### src/rtl/matriz_carregador_if.sv
// rtl/matriz_carregador_if.sv - element stream in, packed matrices A/B out
interface matriz_carregador_if #(
   parameter int ELEM_W = 8,
   parameter int N_ELEM = 25
);
   logic                       start;
   logic                       cancel;
   logic                       in_valid;
   logic [ELEM_W-1:0]          in_data;
   logic                       in_ready;
   logic [ELEM_W*N_ELEM-1:0]   matrizA;
   logic [ELEM_W*N_ELEM-1:0]   matrizB;
   logic                       busy;
   logic                       done;

   modport master (
      output start, cancel, in_valid, in_data,
      input  in_ready, matrizA, matrizB, busy, done
   );

   modport slave (
      input  start, cancel, in_valid, in_data,
      output in_ready, matrizA, matrizB, busy, done
   );
endinterface

### src/rtl/matriz_carregador.sv
// rtl/matriz_carregador.sv - loads two 5x5 byte matrices from a valid/ready stream
// and holds them stable on packed buses for the element-wise ALU.
module matriz_carregador #(
   parameter int ELEM_W = 8,
   parameter int N_ELEM = 25
) (
   input  logic               clk,
   input  logic               rst_n,
   matriz_carregador_if.slave bus
);
   localparam int BUS_W = ELEM_W * N_ELEM;
   localparam int IDX_W = $clog2(N_ELEM);
   localparam logic [IDX_W-1:0] LAST_IDX = IDX_W'(N_ELEM - 1);

   localparam logic [1:0] S_IDLE   = 2'd0;
   localparam logic [1:0] S_LOAD_A = 2'd1;
   localparam logic [1:0] S_LOAD_B = 2'd2;
   localparam logic [1:0] S_DONE   = 2'd3;

   logic [1:0]       r_state;
   logic [IDX_W-1:0] r_idx;
   logic [BUS_W-1:0] r_mat_a;
   logic [BUS_W-1:0] r_mat_b;

   logic w_in_ready;
   logic w_accept;
   logic w_last;

   // Ready comes from registered state only, so it never loops back through in_valid.
   assign w_in_ready = (r_state == S_LOAD_A) || (r_state == S_LOAD_B);
   assign w_accept   = bus.in_valid && w_in_ready;
   assign w_last     = (r_idx == LAST_IDX);

   always_ff @(posedge clk or negedge rst_n) begin
      if (!rst_n) begin
         r_state <= S_IDLE;
         r_idx   <= '0;
         r_mat_a <= '0;
         r_mat_b <= '0;
      end else if (bus.cancel) begin
         r_state <= S_IDLE;
         r_idx   <= '0;
      end else begin
         case (r_state)
            S_IDLE: begin
               if (bus.start) begin
                  r_state <= S_LOAD_A;
                  r_idx   <= '0;
                  r_mat_a <= '0;
                  r_mat_b <= '0;
               end
            end
            S_LOAD_A: begin
               if (w_accept) begin
                  for (int i = 0; i < N_ELEM; i++) begin
                     if (r_idx == IDX_W'(i)) r_mat_a[i*ELEM_W +: ELEM_W] <= bus.in_data;
                  end
                  if (w_last) begin
                     r_idx   <= '0;
                     r_state <= S_LOAD_B;
                  end else begin
                     r_idx <= r_idx + 1'b1;
                  end
               end
            end
            S_LOAD_B: begin
               if (w_accept) begin
                  for (int i = 0; i < N_ELEM; i++) begin
                     if (r_idx == IDX_W'(i)) r_mat_b[i*ELEM_W +: ELEM_W] <= bus.in_data;
                  end
                  if (w_last) begin
                     r_idx   <= '0;
                     r_state <= S_DONE;
                  end else begin
                     r_idx <= r_idx + 1'b1;
                  end
               end
            end
            S_DONE:  r_state <= S_IDLE;
            default: r_state <= S_IDLE;
         endcase
      end
   end

   assign bus.in_ready = w_in_ready;
   assign bus.matrizA  = r_mat_a;
   assign bus.matrizB  = r_mat_b;
   assign bus.busy     = (r_state != S_IDLE);
   assign bus.done     = (r_state == S_DONE);
endmodule

### src/flat_wrapper.sv
// flat-port wrapper written by rule: the top's interface ports become plain ports
module matriz_carregador_flat 
#(
   parameter int ELEM_W = 8,
   parameter int N_ELEM = 25
)
  (clk, rst_n, bus_start, bus_cancel, bus_in_valid, bus_in_data, bus_in_ready, bus_matrizA, bus_matrizB, bus_busy, bus_done);
  matriz_carregador_if #(.ELEM_W(ELEM_W), .N_ELEM(N_ELEM)) bus_i ();
  input  logic clk;
  input  logic rst_n;
  input wire logic [$bits(bus_i.start)-1:0] bus_start;
  input wire logic [$bits(bus_i.cancel)-1:0] bus_cancel;
  input wire logic [$bits(bus_i.in_valid)-1:0] bus_in_valid;
  input wire logic [$bits(bus_i.in_data)-1:0] bus_in_data;
  output wire logic [$bits(bus_i.in_ready)-1:0] bus_in_ready;
  output wire logic [$bits(bus_i.matrizA)-1:0] bus_matrizA;
  output wire logic [$bits(bus_i.matrizB)-1:0] bus_matrizB;
  output wire logic [$bits(bus_i.busy)-1:0] bus_busy;
  output wire logic [$bits(bus_i.done)-1:0] bus_done;
  assign bus_i.start = bus_start;
  assign bus_i.cancel = bus_cancel;
  assign bus_i.in_valid = bus_in_valid;
  assign bus_i.in_data = bus_in_data;
  assign bus_in_ready = bus_i.in_ready;
  assign bus_matrizA = bus_i.matrizA;
  assign bus_matrizB = bus_i.matrizB;
  assign bus_busy = bus_i.busy;
  assign bus_done = bus_i.done;
  matriz_carregador #(.ELEM_W(ELEM_W), .N_ELEM(N_ELEM)) u_core (.clk(clk), .rst_n(rst_n), .bus(bus_i));
endmodule
### config.mk
export PLATFORM = sky130hd
export DESIGN_NAME = matriz_carregador_flat
export DESIGN_NICKNAME = d
export VERILOG_FILES = /design/src/rtl/matriz_carregador_if.sv /design/src/rtl/matriz_carregador.sv /design/src/flat_wrapper.sv
export SDC_FILE = /design/constraint.sdc
export NUM_CORES = 1
export LEC_CHECK = 0
export ABC_AREA = 1
export BUFFER_PORTS_ARGS = -buffer_cell sky130_fd_sc_hd__buf_2
export CORE_UTILIZATION = 57
export CTS_CLUSTER_SIZE = 10
export DETAILED_ROUTE_END_ITERATION = 10
export GPL_ROUTABILITY_DRIVEN = 0
export MAX_ROUTING_LAYER = met4
export PLACE_DENSITY = 0.89
export SKIP_CTS_REPAIR_TIMING = 1
export SYNTH_ARGS = -nofsm -noshare
export SYNTH_HDL_FRONTEND = slang
export SYNTH_SLANG_ARGS = --single-unit
### constraint.sdc
create_clock -name clk -period 5.03 [get_ports clk]
set_input_delay 0.503 -clock clk [delete_from_list [all_inputs] [get_ports clk]]
set_output_delay 0.503 -clock clk [all_outputs]
set_load 0.02 [all_outputs]
==> results of run 1 <==
-- Yosys cell counts --
cell type,n,area [um2]
ha_1,12,150
clkbuf_1,43,161
o211ai_1,1,7.51
clkinv_1,7,26.3
nand2_4,8,90.1
o21ai_2,1,8.76
inv_4,5,31.3
nor3_1,1,5.00
a21oi_1,2,10.0
nand2_1,1190,4470
buf_2,11,55.1
nor2_8,6,120
nand2_2,4,25.0
buf_12,1,20.0
nand3_1,105,526
nor2_2,17,106
nand4_1,2,12.5
dfrtp_1,407,10200
o21ai_1,1,5.00
o21ai_0,12,60.1
inv_1,52,195
buf_1,3,11.3
nor2_1,55,206
nand3b_1,1,7.51
inv_2,11,41.3
buf_6,2,22.5
nor2b_1,3,18.8
nor2_4,6,67.6
-- state kept, by name (all words and copies together), names as in the netlist --
name                cells
u_core.r_idx            5
u_core.bus.matrizA    200
u_core.r_state          2
u_core.bus.matrizB    200
-- critical path: cells and delay by family (launching register included) --
kind          cells  cell delay, ns
fa+ha+maj         1            0.44
flops             1            0.43
buf+inv           2            1.17
simple gates      6            1.31
-- power breakdown --
group | total, mW | internal, mW | switching, mW
Sequential | 5.51 | 4.64 | 0.863
Combinational | 7.11 | 1.82 | 5.29
Clock | 2.88 | 1.65 | 1.23
-- cell type report --
cell class,instances,area share
Multi-Input combinational cell,1427,0.291
Timing Repair Buffer,423,0.107
Sequential cell,407,0.503
Inverter,75,0.0145
Clock buffer,49,0.0590
Tap cell,384,0.0237
Antenna cell,5,0.000618
Clock inverter,1,0.000433
-- logic make-up (layout without fill, tap and decap cells) --
logic type,count (synthesis),after routing,share of synthesized area
fa+ha+maj,12,12,0.00902
other cells,0,5,0
compound gates,17,17,0.00549
flops,407,407,0.612
buf+inv,135,548,0.0339
simple gates,1398,1398,0.340
-- placed cells by master, fill, tap and decap left out, drive strengths merged --
cell,count
nand2,1202
buf,423
dfrtp,407
nand3,105
nor2,84
inv,69
clkbuf,49
o21ai,14
ha,12
clkinv,7
diode,5
nor2b,3
nand4,2
a21oi,2
nor3,1
nand3b,1
o211ai,1
-- final timing paths --
kind	start	slack (ns)	cells after the start	to
max	u_core.r_state[1]	1.51	9	u_core.bus.matrizA[124]
min	rst_n	0.03	1	u_core.bus.matrizB[33]
max reg2reg	u_core.r_state[1]	1.51	9	u_core.bus.matrizA[124]
min reg2reg	u_core.bus.matrizB[36]	0.46	2	u_core.bus.matrizB[36]
max in group asynchronous	rst_n	3.75	2	u_core.bus.matrizA[140]
min in group clk	bus_in_data[1]	0.27	3	u_core.bus.matrizA[193]
-- per-stage QoR --
step | hold slack (ns) | instance area [um2] | setup slack, ns | power, mW | cells
after global routing | 0.127 | 20200 | 1.28 | 16.3 | 2770
after detailed placement | 0.453 | 19000 | 1.59 | 12.5 | 2716
after global placement | 0.447 | 19000 | 1.75 | 12.3 | 2716
after CTS | 0.0846 | 20200 | 1.60 | 15.4 | 2766
after floorplan | 0.207 | 16600 | 3.00 | 9.75 | 1969
final | 0.0323 | 20200 | 1.51 | 15.5 | 2771
-- layer usage --
metal  vias up  share of wire  routed length, um
met5         -              0                  0
met4         0          0.044               2380
met3       175           0.11               5710
met2       925           0.48              25600
met1      7304           0.37              19900
li1       6795              -                  -
==> metrics.txt, run 1 <==
outcome=finished clean; flops & latches, synth=407; Fill cells=2118; max cap viols=0; unrepaired setup endpoints after global routing=false; H-Tree Depth=2; Worst path most repeated cell=nand2_1; number of buffers created by CTS=46; CP Launch Type=flip-flop; Layout area overhead=21.6%; post-synth net total=1994; root buf cell=clkbuf_16; Die ar.=29900 um2; Routed WL per cell=19.4 um; Slew headroom=0.153; vias per inst=5.49; grt met2 use=0.588; vias after detailed routing=15.2k; yosys synthesis warning count=0; PortBufs=415; antenna viol nets, final=0; multi-input logic area=5890 um2; crit path capture type=flip-flop; Core Region=28700 um2; drt pass-1 iters=6; layout cell share with drive strength beyond 1=0.223; Post-Syn Instances=1969; CP required=5.45 ns; Remaining DRCs=0; CP Cell Sequence=inv_1, ha_1, nor2_1, nor2_2, nand2_2, inv_2, nand2_1, nand2_1, nand2_1; Final Core Density=0.705; Critical Path Max Stage Delay=1.02 ns; setup tns final=0 ns; CP arrival=3.94 ns; Cell Area, Synth=16600 um2; row count=62; met1 Use GR=0.450; sequential area share after synthesis=0.612; Initial Util=0.580; CTS tree=done; Starting DRT DRC Count=1464; Seq. cell area=10200 um2; final hold vios=0; vias in the first global route=14.8k; Total Wirelength=53700 um; gr usage total=0.370; CP Class=reg -> reg; Max Fanout on Critical Path=71; antenna violations before repair=4; Worst-Margin Slew=1.27 ns; clock sinks=407; post-layout min period=3.52 ns; clock latency at the later pin of the worst-skew pair=0.53 ns; fin crit share=0.699; Cell Pwr Density=765 nW/um2; HPWL Detailed=36100 um; busiest grt layer=met2; die width=173 um; Max clock buf depth=3; count of pins over their slew limit=0; Hold Crit Class=in -> async; met3 Usage GRT=0.0934; Reg clk slew, reported paths=0.06 ns; Static Leak=12.5 nW; Nets=2405; Setup-failing EPs final=0; Peak VDD IR=0.000481 V; pin count of the biggest net entering global routing=127; I/O pins=416; final clock skew=0.0147 ns; Worst path slowest cell=inv_2; syn_area_per_cell=8.45 um2; die height=173 um; grt total ovfl=0; FMAX=0.284 GHz; global-route wire length before repair=83000 um; post-synth cell types=28
No activity file was read; power rests on OpenSTA's default activity.
==> run 2: changes to the inputs <==
- ABC_AREA: 1 -> 0
- CORE_UTILIZATION: 57 -> 53
- PLACE_DENSITY: 0.89 -> 0.84
- clock period: 5.03 -> 3.6 ns (I/O delays scaled with it)
==> run 2 against run 1 <==
The run now ends with DRC left. Area after synthesis up 0.29%. Sequential share of layout area up 0.13 points. Global-route usage fell by 3.8 points. Critical path type unchanged. Clock power is 40% higher. Setup slack worse by 0.84 ns. Clock skew increased by 0.0062 ns. First-iteration DRC count is 6.2% lower. Power up 17%. Sequential power increased by 19%. Largest power group unchanged.
==> metrics.txt, run 2 <==
crit path capture type=flip-flop; I/O pins=416; pre-CTS setup slack=0.727 ns; antenna violations before repair=0; most frequent cells in the layout=o21ai_0 (597), buf_2 (414), dfrtp_1 (407); CP arrival=3.34 ns; post-synth net total=1546; syn_area_per_cell=11.0 um2; CP Launch Type=flip-flop; yosys synthesis warning count=0; Starting DRT DRC Count=1373; Cell Area, Synth=16700 um2; root buf cell=clkbuf_16; Worst-Margin Slew=1.12 ns; vias in the first global route=14.0k; final clock skew=0.0209 ns; largest cells by area after synthesis=dfrtp_1 (61%), o21ai_0 (18%), o21ai_2 (3.5%); sequential area share after synthesis=0.610; Peak VDD IR=0.000564 V; Max Fanout on Critical Path=65; Reg clk slew, reported paths=0.06 ns; final hold vios=0; row count=64; Critical Path Source=u_core.r_state[0]; largest area contributor in the synthesized netlist=dfrtp_1; global-route wire length before repair=80800 um; Final Core Density=0.657; combinational power share=0.420; Static Leak=10.2 nW; Layout area overhead=21.0%; vias after detailed routing=14.0k; Initial Util=0.543; Worst Reg-to-Reg Cells=7; Cell Pwr Density=901 nW/um2; CTS tree=done; die height=179 um; layout cell share with drive strength beyond 1=0.329; drt pass-1 iters=10; reg2reg start=u_core.r_state[0]; failing checks=DRC; Setup-failing EPs final=0; commonest non-fill, non-tap cell in the layout=o21ai_0; PortBufs=415; final instance area=20200 um2; Synth top area share=0.610; vias per inst=6.14; Clock power frac=0.221; Slew headroom=0.251; most frequent cell after synthesis=o21ai_0; register share of total power=0.360; end of the critical path=u_core.bus.matrizB[87]; multi-input logic area=5840 um2; Worst path slowest cell=o211ai_4; antenna viol nets, final=0; Post-Syn Instances=1521; outcome=finished, violations left; Nets=1914; unrepaired setup endpoints after global routing=false; main flop type after synthesis=dfrtp_1; post-synth cell types=47; Fill cells=2392; Routed WL per cell=22.5 um; min setup slack post-route=0.668 ns; flops & latches, synth=407; ant diodes=0; Remaining DRCs=48; setup tns final=0 ns; Total Wirelength=51500 um; Post-synth top cells=o21ai_0 (597), dfrtp_1 (407), clkbuf_1 (86); CP Class=reg -> reg; ys async rst share=1.00; gr usage total=0.332; Net Sw Frac=0.437; Core Region=30700 um2; pin count of the biggest net entering global routing=177; clock latency at the later pin of the worst-skew pair=0.55 ns; r2r setup slk=0.67 ns; FMAX=0.341 GHz; CP required=4.01 ns; Placement Cell Area=19000 um2; grt total ovfl=0; Die ar.=32200 um2; max cap viols=0; Seq. cell area=10200 um2; post-layout min period=2.93 ns; H-Tree Depth=2; CP Cell Sequence=inv_1, ha_1, and3_1, o211ai_4, buf_12, or2_1, o21ai_2; Post-synth EDFFs=0; count of pins over their slew limit=0; clock sinks=407; HPWL Detailed=34700 um; Critical R2R Capture=u_core.bus.matrizB[87]; Sw Pwr=7.95 mW; Hold Startpoint=bus_cancel; Max clock buf depth=3; number of buffers created by CTS=46; internal power=10.2 mW; Critical Path Max Stage Delay=0.74 ns; die width=179 um; fin crit share=0.814; Hold Crit Class=in -> reg
run 2: cell count changes after synthesis, sizes merged, moves of 29 or more:
cell and change:
nor2b +29, nand2 -1165, nand3 -94, o21ai +693, nor2 -83, inv -59
clkbuf +43, mux2 +32
run 2: area by class of cell:
class,count,area share
tap,396,0.0245
clock buffer,50,0.0588
clock inverter,2,0.00143
sequential,407,0.504
timing repair buffer,446,0.120
multi-input combinational,979,0.289
inverter,9,0.00167
run 2: cell families (layout without fill, tap and decap cells):
kind of cell    count (synthesis)  in the layout  share of synthesized area
compound gates                741            741                      0.244
mux                            33             33                     0.0222
flops                         407            407                      0.610
buf+inv                       135            507                     0.0407
simple gates                  193            193                     0.0738
fa+ha+maj                      12             12                    0.00900
run 2: power groups by stage:
stage | registers (mW) | clock network (mW) | logic (mW)
2_1_floorplan | 8.05 | 0 | 3.34
3_3_place_gp | 6.51 | 0 | 7.33
3_5_place_dp | 6.56 | 0 | 7.54
4_1_cts | 6.52 | 4.04 | 7.58
5_1_grt | 6.67 | 4.22 | 8.20
6_report | 6.54 | 4.02 | 7.63
run 2: worst min path at each step:
| stage | cells after the start | to |
|---|---|---|
| 2_1_floorplan | 0 | u_core.bus.matrizA[0] |
| 3_3_place_gp | 1 | u_core.bus.matrizA[194] |
| 3_5_place_dp | 1 | u_core.bus.matrizA[121] |
| 4_1_cts | 1 | u_core.r_idx[2] |
| 5_1_grt | 2 | u_core.r_idx[1] |
| 6_report | 2 | u_core.r_idx[1] |
run 2: through the flow:
step / total power, mW / instances / hold slack (ns)
6_report: 18.2 / 2289 / 0.0631
3_5_place_dp: 14.1 / 2236 / 0.461
2_1_floorplan: 11.4 / 1521 / 0.0644
5_1_grt: 19.1 / 2289 / 0.0587
3_3_place_gp: 13.8 / 2236 / 0.449
4_1_cts: 18.1 / 2288 / -0.114
run 2: metal layers:
layer  vias to the layer above  share of wire  GRT usage
li1                       6136              -          -
met1                      6949           0.38      0.415
met2                       772           0.48      0.510
met3                       190          0.082     0.0630
met4                         0          0.060      0.192
met5                         -              0          -
run 2: critical path: cells and delay by family, from the launching register on:
family	cells	cell delay (ns)
fa+ha+maj	1	0.42
buf+inv	2	0.44
simple gates	2	0.64
flops	1	0.42
compound gates	2	0.86
==> run 3: changes to the inputs <==
- CORE_UTILIZATION: 53 -> 48
- PLACE_DENSITY: 0.84 -> 0.8
- clock period: 3.6 -> 2.5 ns (I/O delays scaled with it)
==> run 3 against run 2 <==
The flow now finishes without violations. Critical endpoint is now u_core.bus.matrizB[122]. Flip-flop and latch count unchanged. Largest power group unchanged. Via count rose by 2.4%. Core utilization is 3.9 points lower. Combinational power increased by 51%. Sequential power increased by 46%. Critical path type unchanged. Register-to-register slack worse by 0.51 ns. Non-clock buffer count grew 56. Cell count up 5.0%. Worst hold slack worse by 0.032 ns.
==> metrics.txt, run 3 (synthesis results as in run 2) <==
outcome=finished clean; Cell Pwr Density=1310 nW/um2; CP arrival=2.77 ns; met3 Usage GRT=0.0492; Critical Path Source=u_core.r_state[0]; I/O pins=416; CP Launch Type=flip-flop; root buf cell=clkbuf_16; Worst-Margin Slew=0.813 ns; Remaining DRCs=0; Placement Cell Area=19500 um2; CP Class=reg -> reg; number of buffers created by CTS=48; post-layout min period=2.34 ns; Max clock buf depth=3; setup tns final=0 ns; Net Sw Frac=0.427; r2r setup slk=0.16 ns; internal power=15.7 mW; row count=67; Critical R2R Capture=u_core.bus.matrizB[122]; H-Tree Depth=2; PortBufs=415; Clock power frac=0.231; HPWL Detailed=36100 um; grt total ovfl=0; commonest non-fill, non-tap cell in the layout=o21ai_0; FMAX=0.427 GHz; die height=188 um; Hold Crit Class=in -> reg; Starting DRT DRC Count=1230; end of the critical path=u_core.bus.matrizB[122]; Worst path slowest cell=dfrtp_1; Total Wirelength=53000 um; Sw Pwr=11.7 mW; CP top delay family=flip-flops; vias per inst=5.98; CTS tree=done; max cap viols=0; Layout area overhead=25.3%; gr usage total=0.303; clock latency at the later pin of the worst-skew pair=0.55 ns; PnR Total Power=27.4 mW; Critical Path Max Stage Delay=0.44 ns; layout cell share with drive strength beyond 1=0.354; unrepaired setup endpoints after global routing=false; die width=188 um; Core Region=33900 um2; met1 Use GR=0.386; global-route wire length before repair=81400 um; register share of total power=0.348; Fill cells=2735; drt pass-1 iters=6; vias after detailed routing=14.4k; CP required=2.93 ns; CP bufs+invs=2; Worst Reg-to-Reg Cells=7; Max Fanout on Critical Path=46; vias in the first global route=14.2k; Peak VDD IR=0.000804 V; antenna viol nets, final=0; CP Cell Sequence=inv_1, ha_2, and3_1, o211ai_4, buf_12, a21oi_4, mux2_2; most frequent cells in the layout=o21ai_0 (597), buf_2 (414), dfrtp_1 (407); grt met2 use=0.469; Reg clk slew, reported paths=0.06 ns; Slew headroom=0.458; clock sinks=407; final instance area=20900 um2; busiest grt layer=met2; Routed WL per cell=22.0 um; total stage count of the critical path=7; Static Leak=10.6 nW; crit path capture type=flip-flop; fin crit share=0.936; reg2reg start=u_core.r_state[0]; pin count of the biggest net entering global routing=76; Nets=1972; Initial Util=0.493; Setup-failing EPs final=0; Die ar.=35500 um2; combinational power share=0.421; antenna violations before repair=1; final hold vios=0; count of pins over their slew limit=0; final clock skew=0.0263 ns
-- run 3: cell count changes in the layout (fill, tap and decap cells not counted), moves of 2 or more --
| cell | delta |
|---|---|
| buf_4 | +50 |
| or2_1 | -3 |
| clkbuf_8 | +2 |
| clkbuf_1 | -2 |
| buf_12 | +3 |
| bufinv_16 | +3 |
| or2_4 | +2 |
| clkbuf_16 | +2 |
-- run 3: layout make-up --
type                    instances  area, um2  area share
well taps                     448        561      0.0268
clock inverters                 7        144     0.00688
repair buffers                502       2900       0.139
multi-input cells             979       5850       0.280
flip-flops and latches        407      10200       0.487
diodes                          1       2.50    0.000120
clock buffers                  51       1230      0.0589
inverters                       9       33.8     0.00162
-- run 3: worst min path at each step --
stage | from | to | slack, ns | cells after the start
2_1_floorplan | rst_n | u_core.bus.matrizA[0] | -0.05 | 0
3_3_place_gp | rst_n | u_core.bus.matrizA[190] | 0.28 | 1
4_1_cts | rst_n | u_core.bus.matrizA[184] | -0.29 | 1
5_1_grt | bus_in_valid | u_core.r_idx[1] | 0.03 | 3
6_report | bus_in_valid | u_core.r_idx[1] | 0.03 | 3
3_5_place_dp | rst_n | u_core.bus.matrizA[186] | 0.28 | 1
-- run 3: metrics by stage --
step | util | cells | worst slack [ns] | hold slack [ns]
6_report | 0.617 | 2404 | 0.160 | 0.0311
2_1_floorplan | - | 1521 | 0.200 | -0.0456
3_3_place_gp | 0.575 | 2341 | 0.184 | 0.277
3_5_place_dp | 0.575 | 2341 | 0.0771 | 0.285
4_1_cts | 0.615 | 2399 | 0.0464 | -0.293
5_1_grt | 0.617 | 2404 | 0.0141 | 0.0284
-- run 3: power groups by stage --
stage	Clock [mW]	Sequential [mW]	Combinational, mW
floorplan	0	11.6	4.81
global placement	0	9.51	11.0
detailed placement	0	9.57	11.3
CTS	6.40	9.50	11.4
global route	6.66	9.70	12.4
finish	6.32	9.54	11.5
-- run 3: metal layers --
| layer | wire [um] | share of wire |
|---|---|---|
| met2 | 25100 | 0.47 |
| met1 | 20400 | 0.39 |
| met3 | 4600 | 0.087 |
| met4 | 2880 | 0.054 |
| met5 | 0 | 0 |
-- run 3: worst register-to-register path: stages (launching register included) --
cell	delay, ns
dfrtp_1	0.44
inv_1	0.13
ha_2	0.42
and3_1	0.22
o211ai_4	0.13
buf_12	0.20
a21oi_4	0.29
mux2_2	0.38
